===== src/rtl/led_pwm_pkg.sv =====
// led_pwm_pkg: shared definitions for the memory-mapped LED PWM controller.
//   - Register byte offsets (word-aligned, low two bits ignored by decode).
//   - led_mode_e: per-LED mode encoding held in the MODE register.
//   - be_to_mask: expands bus byte enables into a 32-bit bit mask.
package led_pwm_pkg;

   localparam int unsigned ModeWidth = 2;

   localparam logic [7:0] OffCtrl  = 8'h00;
   localparam logic [7:0] OffPresc = 8'h04;
   localparam logic [7:0] OffMode  = 8'h08;
   localparam logic [7:0] OffBlink = 8'h0C;
   localparam logic [7:0] OffDuty  = 8'h40;

   typedef enum logic [ModeWidth-1:0] {
      LedOff   = 2'd0,
      LedOn    = 2'd1,
      LedPwm   = 2'd2,
      LedBlink = 2'd3
   } led_mode_e;

   function automatic logic [31:0] be_to_mask(input logic [3:0] be);
      logic [31:0] mask;
      for (int i = 0; i < 4; i++) begin
         mask[8*i +: 8] = {8{be[i]}};
      end
      return mask;
   endfunction

endpackage


===== src/rtl/led_pwm_if.sv =====
// led_pwm_if: core data-bus port of the LED controller.
//   req_i/we_i/be_i/addr_i/wdata_i : request from the bus master
//   gnt_o                          : grant, same cycle as req_i
//   rvalid_o/rdata_o/err_o         : response, one cycle after the request
// Signal suffixes are from the slave's point of view.
interface led_pwm_if;

   logic        req_i;
   logic        gnt_o;
   logic        we_i;
   logic [3:0]  be_i;
   logic [7:0]  addr_i;
   logic [31:0] wdata_i;
   logic        rvalid_o;
   logic [31:0] rdata_o;
   logic        err_o;

   modport master (
      output req_i, we_i, be_i, addr_i, wdata_i,
      input  gnt_o, rvalid_o, rdata_o, err_o
   );

   modport slave (
      input  req_i, we_i, be_i, addr_i, wdata_i,
      output gnt_o, rvalid_o, rdata_o, err_o
   );

endinterface


===== src/rtl/led_pwm_channel.sv =====
// led_pwm_channel: one LED output stage.
//   clk_sys, rst_sys_n : clock, asynchronous active-low reset
//   i_en               : global enable; forces the LED off when low
//   i_mode             : off / on / PWM / blink
//   i_duty             : programmed duty, copied to the shadow on i_frame
//   i_frame            : PWM counter wrap cycle
//   i_pwm_cnt          : shared PWM counter
//   i_phase            : blink phase (tied low when blink is not built)
//   o_led              : registered LED drive
module led_pwm_channel
   import led_pwm_pkg::*;
#(
   parameter int unsigned CntWidth = 8
) (
   input  logic                clk_sys,
   input  logic                rst_sys_n,
   input  logic                i_en,
   input  led_mode_e           i_mode,
   input  logic [CntWidth-1:0] i_duty,
   input  logic                i_frame,
   input  logic [CntWidth-1:0] i_pwm_cnt,
   input  logic                i_phase,
   output logic                o_led
);

   logic [CntWidth-1:0] r_shadow;
   logic                r_led;
   logic                w_pwm_on;
   logic                w_led_d;

   // Duty is only sampled at the frame wrap so a period is never cut short.
   always_ff @(posedge clk_sys or negedge rst_sys_n) begin
      if (!rst_sys_n) begin
         r_shadow <= '0;
      end else if (i_frame) begin
         r_shadow <= i_duty;
      end
   end

   // All-ones duty means fully on, otherwise the top count would be dark.
   assign w_pwm_on = (&r_shadow) | (i_pwm_cnt < r_shadow);

   always_comb begin
      w_led_d = 1'b0;
      if (i_en) begin
         case (i_mode)
            LedOff:   w_led_d = 1'b0;
            LedOn:    w_led_d = 1'b1;
            LedPwm:   w_led_d = w_pwm_on;
            LedBlink: w_led_d = i_phase & w_pwm_on;
            default:  w_led_d = 1'b0;
         endcase
      end
   end

   always_ff @(posedge clk_sys or negedge rst_sys_n) begin
      if (!rst_sys_n) begin
         r_led <= 1'b0;
      end else begin
         r_led <= w_led_d;
      end
   end

   assign o_led = r_led;

endmodule


===== src/rtl/led_pwm_ctrl.sv =====
// led_pwm_ctrl: memory-mapped LED controller on the core data bus.
//   clk_sys, rst_sys_n : system clock, asynchronous active-low reset
//   bus                : led_pwm_if slave port (req/gnt, we, be, addr, wdata, rvalid, rdata, err)
//   led_o              : NumLeds active-high LED outputs, registered
// Optional feature macro LED_PWM_BLINK_EN builds the BLINK register, frame counter and
// blink phase; without it MODE=3 is dark and BLINK reads as zero without error.
module led_pwm_ctrl
   import led_pwm_pkg::*;
#(
   parameter int unsigned NumLeds    = 4,
   parameter int unsigned CntWidth   = 8,
   parameter int unsigned PrescWidth = 16
) (
   input  logic               clk_sys,
   input  logic               rst_sys_n,
   led_pwm_if.slave           bus,
   output logic [NumLeds-1:0] led_o
);

   localparam int unsigned DutyIdxW = (NumLeds > 1) ? $clog2(NumLeds) : 1;
   localparam int unsigned ModeRegW = ModeWidth * NumLeds;

   logic                  r_en;
   logic [PrescWidth-1:0] r_presc;
   logic [ModeRegW-1:0]   r_mode;
   logic [CntWidth-1:0]   r_duty [NumLeds];
   logic                  r_rvalid;
   logic                  r_err;
   logic [31:0]           r_rdata;
   logic [PrescWidth-1:0] r_presc_cnt;
   logic [CntWidth-1:0]   r_pwm_cnt;
`ifdef LED_PWM_BLINK_EN
   logic [15:0]           r_blink;
   logic [15:0]           r_frame_cnt;
   logic                  r_phase;
`endif

   logic [5:0]            w_word;
   logic                  w_hit_ctrl, w_hit_presc, w_hit_mode, w_hit_blink, w_hit_duty;
   logic                  w_mapped;
   logic [DutyIdxW-1:0]   w_duty_idx;
   logic [31:0]           w_rd_val;
   logic [31:0]           w_mask;
   logic [31:0]           w_wr_val;
   logic                  w_wr_en;
   logic                  w_tick;
   logic                  w_frame;
   logic                  w_phase;
   logic                  w_unused;

   // ---------------- Address decode ----------------
   assign w_word      = bus.addr_i[7:2];
   assign w_hit_ctrl  = (w_word == OffCtrl[7:2]);
   assign w_hit_presc = (w_word == OffPresc[7:2]);
   assign w_hit_mode  = (w_word == OffMode[7:2]);
   assign w_hit_blink = (w_word == OffBlink[7:2]);
   // DUTY window is 16 words; only the first NumLeds are backed by registers.
   assign w_hit_duty  = (w_word[5:4] == OffDuty[7:6]) && (32'(w_word[3:0]) < NumLeds);
   assign w_duty_idx  = w_word[DutyIdxW-1:0];
   assign w_mapped    = w_hit_ctrl | w_hit_presc | w_hit_mode | w_hit_blink | w_hit_duty;

   always_comb begin
      w_rd_val = '0;
      if (w_hit_ctrl)  w_rd_val[0] = r_en;
      if (w_hit_presc) w_rd_val[PrescWidth-1:0] = r_presc;
      if (w_hit_mode)  w_rd_val[ModeRegW-1:0] = r_mode;
`ifdef LED_PWM_BLINK_EN
      if (w_hit_blink) w_rd_val[15:0] = r_blink;
`endif
      if (w_hit_duty)  w_rd_val[CntWidth-1:0] = r_duty[w_duty_idx];
   end

   // Byte-masked merge over the current value; unimplemented bits fall away on truncation.
   assign w_mask   = be_to_mask(bus.be_i);
   assign w_wr_val = (w_rd_val & ~w_mask) | (bus.wdata_i & w_mask);
   assign w_wr_en  = bus.req_i & bus.we_i & w_mapped;
   assign w_unused = ^{bus.addr_i[1:0], w_wr_val};

   // ---------------- Registers ----------------
   always_ff @(posedge clk_sys or negedge rst_sys_n) begin
      if (!rst_sys_n) begin
         r_en    <= 1'b0;
         r_presc <= '0;
         r_mode  <= '0;
         for (int i = 0; i < NumLeds; i++) begin
            r_duty[i] <= '0;
         end
      end else if (w_wr_en) begin
         if (w_hit_ctrl)  r_en    <= w_wr_val[0];
         if (w_hit_presc) r_presc <= w_wr_val[PrescWidth-1:0];
         if (w_hit_mode)  r_mode  <= w_wr_val[ModeRegW-1:0];
         if (w_hit_duty)  r_duty[w_duty_idx] <= w_wr_val[CntWidth-1:0];
      end
   end

   // ---------------- Bus response ----------------
   always_ff @(posedge clk_sys or negedge rst_sys_n) begin
      if (!rst_sys_n) begin
         r_rvalid <= 1'b0;
         r_err    <= 1'b0;
         r_rdata  <= '0;
      end else begin
         r_rvalid <= bus.req_i;
         r_err    <= bus.req_i & ~w_mapped;
         r_rdata  <= (bus.req_i && !bus.we_i && w_mapped) ? w_rd_val : '0;
      end
   end

   assign bus.gnt_o    = bus.req_i;
   assign bus.rvalid_o = r_rvalid;
   assign bus.err_o    = r_err;
   assign bus.rdata_o  = r_rdata;

   // ---------------- Prescaler and PWM counter ----------------
   // >= keeps the prescaler from running the full counter range if PRESC shrinks mid-count.
   assign w_tick  = r_en && (r_presc_cnt >= r_presc);
   assign w_frame = w_tick && (&r_pwm_cnt);

   always_ff @(posedge clk_sys or negedge rst_sys_n) begin
      if (!rst_sys_n) begin
         r_presc_cnt <= '0;
         r_pwm_cnt   <= '0;
      end else if (!r_en) begin
         r_presc_cnt <= '0;
         r_pwm_cnt   <= '0;
      end else begin
         r_presc_cnt <= w_tick ? '0 : r_presc_cnt + PrescWidth'(1);
         if (w_tick) r_pwm_cnt <= r_pwm_cnt + CntWidth'(1);
      end
   end

   // ---------------- Blink ----------------
`ifdef LED_PWM_BLINK_EN
   always_ff @(posedge clk_sys or negedge rst_sys_n) begin
      if (!rst_sys_n) begin
         r_blink <= '0;
      end else if (w_wr_en && w_hit_blink) begin
         r_blink <= w_wr_val[15:0];
      end
   end

   always_ff @(posedge clk_sys or negedge rst_sys_n) begin
      if (!rst_sys_n) begin
         r_frame_cnt <= '0;
         r_phase     <= 1'b0;
      end else if (!r_en) begin
         r_frame_cnt <= '0;
         r_phase     <= 1'b0;
      end else if (w_frame) begin
         if (r_frame_cnt == r_blink) begin
            r_frame_cnt <= '0;
            r_phase     <= ~r_phase;
         end else begin
            r_frame_cnt <= r_frame_cnt + 16'd1;
         end
      end
   end

   assign w_phase = r_phase;
`else
   assign w_phase = 1'b0;
`endif

   // ---------------- Channels ----------------
   for (genvar gi = 0; gi < NumLeds; gi++) begin : g_ch
      led_pwm_channel #(
         .CntWidth (CntWidth)
      ) u_ch (
         .clk_sys   (clk_sys),
         .rst_sys_n (rst_sys_n),
         .i_en      (r_en),
         .i_mode    (led_mode_e'(r_mode[ModeWidth*gi +: ModeWidth])),
         .i_duty    (r_duty[gi]),
         .i_frame   (w_frame),
         .i_pwm_cnt (r_pwm_cnt),
         .i_phase   (w_phase),
         .o_led     (led_o[gi])
      );
   end

endmodule


===== src/flat_wrapper.sv =====
// flat-port wrapper written by rule: the top's interface ports become plain ports
module led_pwm_ctrl_flat import led_pwm_pkg::*;
#(
   parameter int unsigned NumLeds    = 4,
   parameter int unsigned CntWidth   = 8,
   parameter int unsigned PrescWidth = 16
)
  (clk_sys, rst_sys_n, led_o, bus_req_i, bus_we_i, bus_be_i, bus_addr_i, bus_wdata_i, bus_gnt_o, bus_rvalid_o, bus_rdata_o, bus_err_o);
  led_pwm_if bus_i ();
  input  logic clk_sys;
  input  logic rst_sys_n;
  output logic [NumLeds-1:0] led_o;
  input wire logic [$bits(bus_i.req_i)-1:0] bus_req_i;
  input wire logic [$bits(bus_i.we_i)-1:0] bus_we_i;
  input wire logic [$bits(bus_i.be_i)-1:0] bus_be_i;
  input wire logic [$bits(bus_i.addr_i)-1:0] bus_addr_i;
  input wire logic [$bits(bus_i.wdata_i)-1:0] bus_wdata_i;
  output wire logic [$bits(bus_i.gnt_o)-1:0] bus_gnt_o;
  output wire logic [$bits(bus_i.rvalid_o)-1:0] bus_rvalid_o;
  output wire logic [$bits(bus_i.rdata_o)-1:0] bus_rdata_o;
  output wire logic [$bits(bus_i.err_o)-1:0] bus_err_o;
  assign bus_i.req_i = bus_req_i;
  assign bus_i.we_i = bus_we_i;
  assign bus_i.be_i = bus_be_i;
  assign bus_i.addr_i = bus_addr_i;
  assign bus_i.wdata_i = bus_wdata_i;
  assign bus_gnt_o = bus_i.gnt_o;
  assign bus_rvalid_o = bus_i.rvalid_o;
  assign bus_rdata_o = bus_i.rdata_o;
  assign bus_err_o = bus_i.err_o;
  led_pwm_ctrl #(.NumLeds(NumLeds), .CntWidth(CntWidth), .PrescWidth(PrescWidth)) u_core (.clk_sys(clk_sys), .rst_sys_n(rst_sys_n), .bus(bus_i), .led_o(led_o));
endmodule

===== config.mk =====
export PLATFORM = sky130hd
export DESIGN_NAME = led_pwm_ctrl_flat
export DESIGN_NICKNAME = d
export VERILOG_FILES = /design/src/rtl/led_pwm_pkg.sv /design/src/rtl/led_pwm_if.sv /design/src/rtl/led_pwm_channel.sv /design/src/rtl/led_pwm_ctrl.sv /design/src/flat_wrapper.sv
export SDC_FILE = /design/constraint.sdc
export NUM_CORES = 1
export LEC_CHECK = 0
export BUFFER_PORTS_ARGS = -buffer_cell sky130_fd_sc_hd__buf_2
export CAP_MARGIN = 20
export CORE_ASPECT_RATIO = 1.75
export CORE_MARGIN = 3
export CORE_UTILIZATION = 59
export DETAILED_ROUTE_END_ITERATION = 8
export GPL_TIMING_DRIVEN = 0
export HOLD_SLACK_MARGIN = 0.15
export PLACE_DENSITY = 0.82
export SLEW_MARGIN = 10
export SYNTH_ARGS = -nofsm -noshare
export SYNTH_HDL_FRONTEND = slang
export SYNTH_SLANG_ARGS = --single-unit

===== constraint.sdc =====
create_clock -name clk_sys -period 2.8 [get_ports clk_sys]
set_input_delay 0.14 -clock clk_sys [delete_from_list [all_inputs] [get_ports clk_sys]]
set_output_delay 0.14 -clock clk_sys [all_outputs]
set_load 0.005 [all_outputs]

[After elaboration in Yosys (flattened, before gate mapping)]
Index checks and enable logic that the tools add are counted.
Cells by class
  div/mod/pow operators: 0
  $add $sub $neg: 2
  multipliers: 0
  bitwise operators: 17
  equal/unequal tests: 17
  reduce and logical (&&, ||, !) cells: 25
  muxes and demuxes: 23
  magnitude comparators: 8
  shifts and indexed selects: 0
Operators by type and width (number)
  16-bit 2-to-1 mux: 4
  8-bit 2-to-1 mux: 7
  8-bit AND reduction: 5
  16-bit AND: 2
  32-bit bitwise mux: 1
  8-bit < comparator: 4
  16-bit by 1-bit adder with 16-bit output (second input constant): 1
  8-bit binary-select mux with 2-bit select: 1
  8-bit demux with 2-bit select: 1
  2-bit == test (second input constant): 8
  16-bit greater-or-equal comparator: 1
  16-bit inverter: 1
  16-bit OR: 1
  6-bit by 2-bit == test with 1-bit output (second input constant): 2
  1-bit one-hot mux with 3 select lines: 4
  2-bit by 1-bit == test with 1-bit output (second input constant): 5
  8-bit by 1-bit adder with 8-bit output (second input constant): 1
  2-bit logical NOT: 4
  1-bit OR: 8
  2-bit AND reduction: 4
  2-bit OR reduction: 4
  6-bit by 1-bit == test with 1-bit output (second input constant): 1
  1-bit logical AND: 6
  6-bit logical NOT: 1
  9 further kinds: 15
Storage, ports and cells
  output and inout bits: 39
  bits in writable memories: 0
  bits in read-only memories: 0
  word-level logic and storage cells: 112
  memories: 0
  register bits after elaboration: 151
  bits of input ports: 48
  latch bits: 0

[Depth between registers and ports, before layout]
Gate-level depths: netlist of run 1.
  word-level depth: 8
  gate-level depth with buffers: 10
  mapped depth without buffers: 8

[Hierarchy]
A second synthesis of run 1 with hierarchy kept.
Second synthesis, totals
  cells, all modules: 640
  area, all modules: 7030.5 um2
By module, submodules not included
  led_pwm_ctrl: times used 1, sequential area each 2477.4 um2, cells an instance 412, area an instance 4908.5 um2
  led_pwm_channel: times used 4, sequential area each 225.2 um2, cells an instance 57, area an instance 530.5 um2

[Worst setup path before layout of run 1]
No wires, ideal clock.
  path kind: reg-to-reg
  start: register u_core.r_presc_cnt[2]
  end: register u_core.g_ch[0].u_ch.r_shadow[2]
  setup slack: 0.334 ns
  setup time: 0.125 ns
  clock period less this slack: 2.466 ns
  data required time: 2.675 ns
  stages on the path, launching flop included: 10
  buffers on the path: 2
  arrival: 2.341 ns
  path through: dfrtp_1 > ha_1 > a211o_1 > a31oi_1 > o41ai_2 > a211oi_2 > or3_1 > buf_6 > buf_6 > mux2_4
Between the ends
  word-level cells in the longest chain between the ends: 3
RTL lines
  from (decl): RTL line led_pwm_ctrl.sv:30  | logic [PrescWidth-1:0] r_presc_cnt;
  from (signal assigned): RTL line led_pwm_ctrl.sv:127  | r_presc_cnt <= w_tick ? '0 : r_presc_cnt + PrescWidth'(1);
  16-bit greater-or-equal comparator: RTL line led_pwm_ctrl.sv:116  | assign w_tick = r_en && (r_presc_cnt >= r_presc);
  1-bit logical AND: RTL line led_pwm_ctrl.sv:116
  1-bit logical AND: RTL line led_pwm_ctrl.sv:117  | assign w_frame = w_tick && (&r_pwm_cnt);
  to (signal assigned): RTL line led_pwm_channel.sv:36  | r_shadow <= i_duty;
  to (decl): RTL line led_pwm_channel.sv:26  | logic [CntWidth-1:0] r_shadow;
Every way passes these cells.
A chain may end at the register's enable or synchronous reset.

[Worst setup path in the final report of run 1]
  start: register u_core.r_presc_cnt[0]
  end: register u_core.g_ch[3].u_ch.r_shadow[4]
Between the ends
  word-level cells in the longest chain between the ends: 3
RTL lines (RTL line)
  16-bit greater-or-equal comparator: led_pwm_ctrl.sv:116
  1-bit logical AND: led_pwm_ctrl.sv:116
  1-bit logical AND: led_pwm_ctrl.sv:117
  to (signal assigned): led_pwm_channel.sv:36
  to (decl): led_pwm_channel.sv:26
Every way passes these cells.

==> metrics.txt, run 1 <==
Leak Pwr 4.26 nW; worst path cell trace inv_1 > ha_1 > nand2b_1 > a31oi_1 > o41ai_2 > a211oi_4 > or3_1 > buf_6 > buf_6 > mux2_4; drt via density around 6.2; Power Density 566 nW/um2; grt ovf 0; fin worst setup slack 0.0318 ns; Max FO, Critical Path 10; io pins 87; htree depth 4; ANT cells 0; RSZ-0062 raised after global routing false; final setup violation count 0; WS Path Type reg -> reg; skew final 0.00732 ns; wire per inst 21.8 um; Final Hold Fails 0; fin nets 820; RD Place Congestion 0.933; P_sw ~1.2 mW; count leader, synth dfrtp_1; run status finished, final reports clean; Post-Layout Cell Count 870; mean post-synth cell area about 12 um2; Logic pwr share 0.080; die area 13,600 um2; fin. max-slew vios 0; Post-synth top flop dfrtp_1; Internal 3.61 mW; register area share after synthesis 0.471; Root Buffer clkbuf_16; share of layout cells above drive strength 1 0.284; WP data required ~3.1 ns; placed cells 820; Distinct cells, synth between 40 and 50; Rows 52; Post-synth EDFFs 0; DIE WIDTH 89.3 um; Area Growth Syn to Fin 18.0%; first-pass GRT wire length 30.3 mm; Final Total Pwr 4.79 mW; crit end category register; slew margin rel. 0.304; post-route DRC violation count 0; antenna violations before repair 0; CTS buffer count 17; PortBufs 48; max cap viols 0; min Tclk post-route 2.77 ns; Worst Hold Class in -> reg; CP startpoint kind register; Synth Instances 621; worst path arrival time between 3 and 4 ns; worst slack, placed -0.164 ns; clock latency at the later pin of the worst-skew pair approximately 0.4 ns; post-synth top area share 0.471; final period utilization 0.989; CTS Sinks 135; vias in the first global route ~5,800; Detailed Route Iter0 Violations 394; Clock Tree Buf Depth 2; Mapped Area 7170 um2; Chip Height 152 um; vias post-DR 5,395; slew of the pin with the lowest slew margin 1.04 ns; Sw Ratio 0.248; top post-synthesis cells by area dfrtp_1, ha_1, mux2_2; Worst IR Drop VDD roughly 490 uV; most used cell, CP buf_6; clock-pin slew on the worst setup and hold paths 0.06 ns; YS warnings 0; initial core utilization 0.612; Worst path slowest cell o41ai_2; Final ANT Viol Nets 0; TritonCTS clock tree done; f_max about 0.36 GHz; largest net degree at the start of global routing around 90; Yosys top cell by area dfrtp_1; CP peak stage delay 0.44 ns; Final HPWL DP 13.2 mm; Total Routing Usage GR 0.298; sequential share of power 0.444; Async S/R FF share, synth 1.00; DR pass1 iterations 4; #FFs+latches synth roughly 140; final wirelength 19.0 mm; Fin Hold WS 0.182 ns; total core area around 12,000 um2; power share of the clock group 0.475; Commonest cells post-synth dfrtp_1, inv_1, ha_1
registers in the layout (all words and copies together) (netlist names):
register	flops
u_core.r_duty	32
u_core.g_ch.u_ch.o_led	4
u_core.g_ch.u_ch.r_shadow	32
u_core.r_presc	16
u_core.r_presc_cnt	16
u_core.r_pwm_cnt	8
u_core.r_mode	8
u_core.bus.rvalid_o	1
u_core.r_en	1
u_core.bus.rdata_o	16
u_core.bus.err_o	1
metal layers:
layer / wire (um) / up-vias / part of all wire / GRT usage
li1: - / 2357 / - / -
met1: 6380 / 2673 / 0.34 / 0.315
met2: 10200 / 264 / 0.54 / 0.512
met3: 885 / 101 / 0.047 / 0.0580
met4: 1510 / 0 / 0.080 / 0.200
met5: 0 / - / 0 / 0
final cells by class:
cell class	instances	area [um2]
Tap cell	135	169
Clock inverter	15	180
Multi-Input combinational cell	396	3340
Sequential cell	135	3380
Inverter	69	259
Timing Repair Buffer	67	452
Fill cell	742	3250
Clock buffer	17	425
Buffer	36	258
cells in the final DEF (no fill, tap or decap), drive strengths merged, types with 2 or more instances in the layout:
cell / instances
buf: 81
nor4: 2
xor2: 11
nor2: 41
o21ai: 27
clkinvlp: 6
dlygate4sd3: 17
clkbuf: 22
a21oi: 23
nand2b: 8
ha: 50
mux2: 74
dfrtp: 135
mux2i: 9
and3: 12
inv: 70
a21o: 10
nand3: 16
nor3: 16
clkinv: 5
mux4: 8
or4: 2
nand4: 13
conb: 16
a211oi: 4
a221oi: 10
xnor2: 4
o31ai: 2
nand2: 20
bufinv: 3
or3: 6
a31oi: 2
power groups by stage:
stage	registers, mW	logic [mW]	clock network (mW)
finish	2.13	0.385	2.28
global route	2.13	0.428	2.38
CTS	2.12	0.382	2.29
detailed placement	2.15	0.360	0
global placement	2.14	0.338	0
floorplan	2.12	0.230	0
stage by stage:
step,setup TNS [ns],utilization,area [um2]
finish,0,0.722,8460
global placement,-11.68,0.652,7630
CTS,0,0.722,8460
floorplan,0,-,7220
detailed placement,-4.61,0.655,7670
global route,0,0.722,8460
path summary, 6_finish.rpt:
| kind | from | end | slack [ns] | cells past startpoint |
|---|---|---|---|---|
| max reg2reg | u_core.r_presc_cnt[0] | u_core.g_ch[3].u_ch.r_shadow[4] | 0.03 | 10 |
| min reg2reg | u_core.r_duty[31] | u_core.g_ch[0].u_ch.r_shadow[7] | 0.54 | 1 |
| max | u_core.r_presc_cnt[0] | u_core.g_ch[3].u_ch.r_shadow[4] | 0.03 | 10 |
| min | bus_be_i[1] | u_core.r_presc[8] | 0.18 | 3 |
| max in group asynchronous | rst_sys_n | u_core.r_presc[10] | 1.79 | 3 |
| min in group asynchronous | rst_sys_n | u_core.g_ch[3].u_ch.o_led | 0.22 | 2 |
kinds of logic (layout without fill, tap and decap cells):
| kind of cell | count (synthesis) | count (layout) | synth area share |
|---|---|---|---|
| AO/OA/AOI/OAI | 84 | 84 | 0.0773 |
| multiplexers | 91 | 91 | 0.170 |
| buffers and inverters | 105 | 204 | 0.0719 |
| AND/OR/NAND/NOR | 140 | 140 | 0.104 |
| XOR/XNOR | 15 | 15 | 0.0183 |
| flip-flops | 135 | 135 | 0.471 |
| adder cells (fa/ha/maj) | 50 | 50 | 0.0873 |
| other | 1 | 16 | 0.000523 |
what timing repair did:
item | CTS | global route
setup buffers | 1 | 0
hold buffers | 17 | 0
pin swaps | 2 | 0
endpoints found under the setup margin | 43 | 1
resized for setup | 2 | 2
hold endpoints to repair | 145 | 0
critical path: cells and delay by family (launching register included):
kind	cells	cell delay [ns]
AOI/OAI and AO/OA	3	0.71
and+or+nand+nor	2	0.53
DFF	1	0.43
buffers and inverters	3	0.37
muxes	1	0.31
adders and majority gates	1	0.28
Power figures use the tool's default switching activity.
==> run 2, diff against run 1 <==
--- a/config.mk
+++ b/config.mk
@@ -11,4 +11,5 @@
 export CORE_MARGIN = 3
 export CORE_UTILIZATION = 59
+export CTS_BUF_LIST = sky130_fd_sc_hd__clkbuf_8 sky130_fd_sc_hd__clkbuf_16
 export DETAILED_ROUTE_END_ITERATION = 8
 export GPL_TIMING_DRIVEN = 0
==> constraint.sdc (replaced) <==
create_clock -name clk_sys -period 2.8 [get_ports clk_sys]
set_input_delay 0.28 -clock clk_sys [delete_from_list [all_inputs] [get_ports clk_sys]]
set_output_delay 0.28 -clock clk_sys [all_outputs]
set_load 0.005 [all_outputs]
==> metrics.txt, run 2 (synthesis gave the netlist of run 1 again) <==
min Tclk post-route 2.76 ns (-0.00402 ns); worst path bufs/invs 3 (unchanged); placed cells 820 (unchanged); share of layout cells above drive strength 1 0.287 (+0.00273); Chip Height 152 um (unchanged); skew final 0.00631 ns (-0.00101 ns); most used cell, CP buf_6; clock-pin slew on the worst setup and hold paths 0.06 ns (about the same); crit end category register; Leak Pwr 4.21 nW (-1.1%); final core occ 0.716 (-0.00598); Final Total Pwr 4.79 mW (-0.16%); Worst path top cell family by delay compound AO/OA/AOI/OAI gates; WP data required 3.09 ns (about the same); Clock Tree Buf Depth 2 (unchanged); htree depth 4 (unchanged); vias post-DR 5,382 (-0.24%); post-route DRC violation count 0 (unchanged); fin nets 813 (-0.85%); die area 13,600 um2 (unchanged); Rows 52 (unchanged); wire per inst 21.7 um (-0.50%); most frequent cells in the layout dfrtp_1, inv_1, buf_2; PortBufs 48 (unchanged); max cap viols 0 (unchanged); drt via density 6.24 (+0.57%); f_max 0.362 GHz (+0.15%); run status finished, final reports clean; final wirelength 18.7 mm (-1.3%); final setup violation count 0 (unchanged); largest net degree at the start of global routing 92 (unchanged); Detailed Route Iter0 Violations 455 (+15%); Post-Layout Cell Count 863 (-0.80%); Fin Hold WS 0.291 ns (+0.109 ns); io pins 87 (unchanged); Final Hold Fails 0 (unchanged); final period utilization 0.987 (-0.00143); DR pass1 iterations 5 (+1); CTS buffer count 17 (unchanged); vias in the first global route 5,759 (-1.1%); antenna violations before repair 0 (unchanged); fin. max-slew vios 0 (unchanged); TritonCTS clock tree done; CP peak stage delay 0.44 ns (about the same); initial core utilization 0.612 (unchanged); slew margin rel. 0.300 (-0.00327); Power Density 570 nW/um2 (+0.67%); worst path arrival time 3.05 ns (about the same); first-pass GRT wire length 29.9 mm (-1.2%); Final ANT Viol Nets 0 (unchanged); Regs by FF count u_core.g_ch.u_ch.r_shadow: 32 flops, u_core.r_duty: 32 flops; Total Routing Usage GR 0.294 (-0.00381); WS Path Type reg -> reg; total core area 11,700 um2 (unchanged); RD Place Congestion 0.933 (unchanged); Area Growth Syn to Fin 17.1%; worst path cell trace inv_1 > ha_1 > nand2b_1 > a31oi_1 > o41ai_2 > a211oi_4 > or3_1 > buf_6 > buf_6 > mux2_4; CP startpoint kind register; most common cell after layout, fill and taps aside dfrtp_1; clock latency at the later pin of the worst-skew pair 0.41 ns (about the same); grt ovf 0 (unchanged); Final HPWL DP 13.2 mm (unchanged); Max FO, Critical Path 10 (unchanged); R2R Setup Slk 0.04 ns (about the same); ANT cells 0 (unchanged); RSZ-0062 raised after global routing false; Worst path slowest cell o41ai_2; DIE WIDTH 89.3 um (unchanged); Root Buffer clkbuf_16; CTS Sinks 135 (unchanged); Worst Hold Class in -> reg; slew of the pin with the lowest slew margin 1.05 ns (+0.00489 ns); Worst IR Drop VDD 495 uV (+0.54%)
[run 2: cell count changes in the layout (fill, tap and decap cells not counted)]
cell           previous run  this run
dlygate4sd3_1            17        10
[run 2: stage by stage]
step / setup slack, ns / area (um2) / TNS, ns
after floorplan: 0.334 / 7220 / 0
after global placement: -0.219 / 7630 / -30.58
after detailed placement: -0.164 / 7670 / -4.61
after CTS: 0.0462 / 8390 / 0
after global routing: 0.00909 / 8390 / 0
final: 0.0358 / 8390 / 0
[run 2: worst paths after layout]
kind,endpoint,cells past startpoint,from
worst min-delay path,u_core.r_presc[15],3,bus_be_i[1]
worst max-delay path,u_core.g_ch[3].u_ch.r_shadow[4],10,u_core.r_presc_cnt[0]
worst min register to register,u_core.r_presc[13],1,u_core.r_presc[13]
min in group asynchronous,u_core.g_ch[3].u_ch.o_led,2,rst_sys_n
max in group asynchronous,u_core.r_presc_cnt[4],3,rst_sys_n
worst max register to register,u_core.g_ch[3].u_ch.r_shadow[4],10,u_core.r_presc_cnt[0]
[run 2: worst register-to-register path, cell delays in order (launching register included)]
cell      delay [ns]
dfrtp_2         0.43
inv_1           0.06
ha_1            0.28
nand2b_1        0.12
a31oi_1         0.13
o41ai_2         0.44
a211oi_4        0.14
or3_1           0.42
buf_6           0.15
buf_6           0.16
mux2_4          0.31
[run 2: power by group]
group          internal (mW)  switching (mW)
Clock                   1.40           0.871
Combinational          0.172           0.211
Sequential              2.03          0.0991
Total                   3.60            1.18
[run 2: area by class of cell]
class                   instances  area, um2
clock inverters                15        180
flip-flops and latches        135       3380
multi-input cells             396       3340
repair buffers                 60        382
well taps                     135        169
plain buffers                  36        258
inverters                      69        259
clock buffers                  17        425
fillers                       754       3320
[run 2: what timing repair did]
item / in CTS / in global routing
setup buffers: 1 / 0
hold buffers: 10 / 0
pin swaps: 2 / 0
setup endpoints to repair: 43 / 1
endpoints found under the hold margin: 53 / 0
resized for setup: 2 / 2
[run 2: routing by layer]
layer / up-vias / wire length (um) / GRT usage
met5: - / 0 / 0
met4: 0 / 1530 / 0.200
met3: 110 / 864 / 0.0591
met2: 269 / 10100 / 0.503
met1: 2664 / 6280 / 0.310
li1: 2339 / - / -
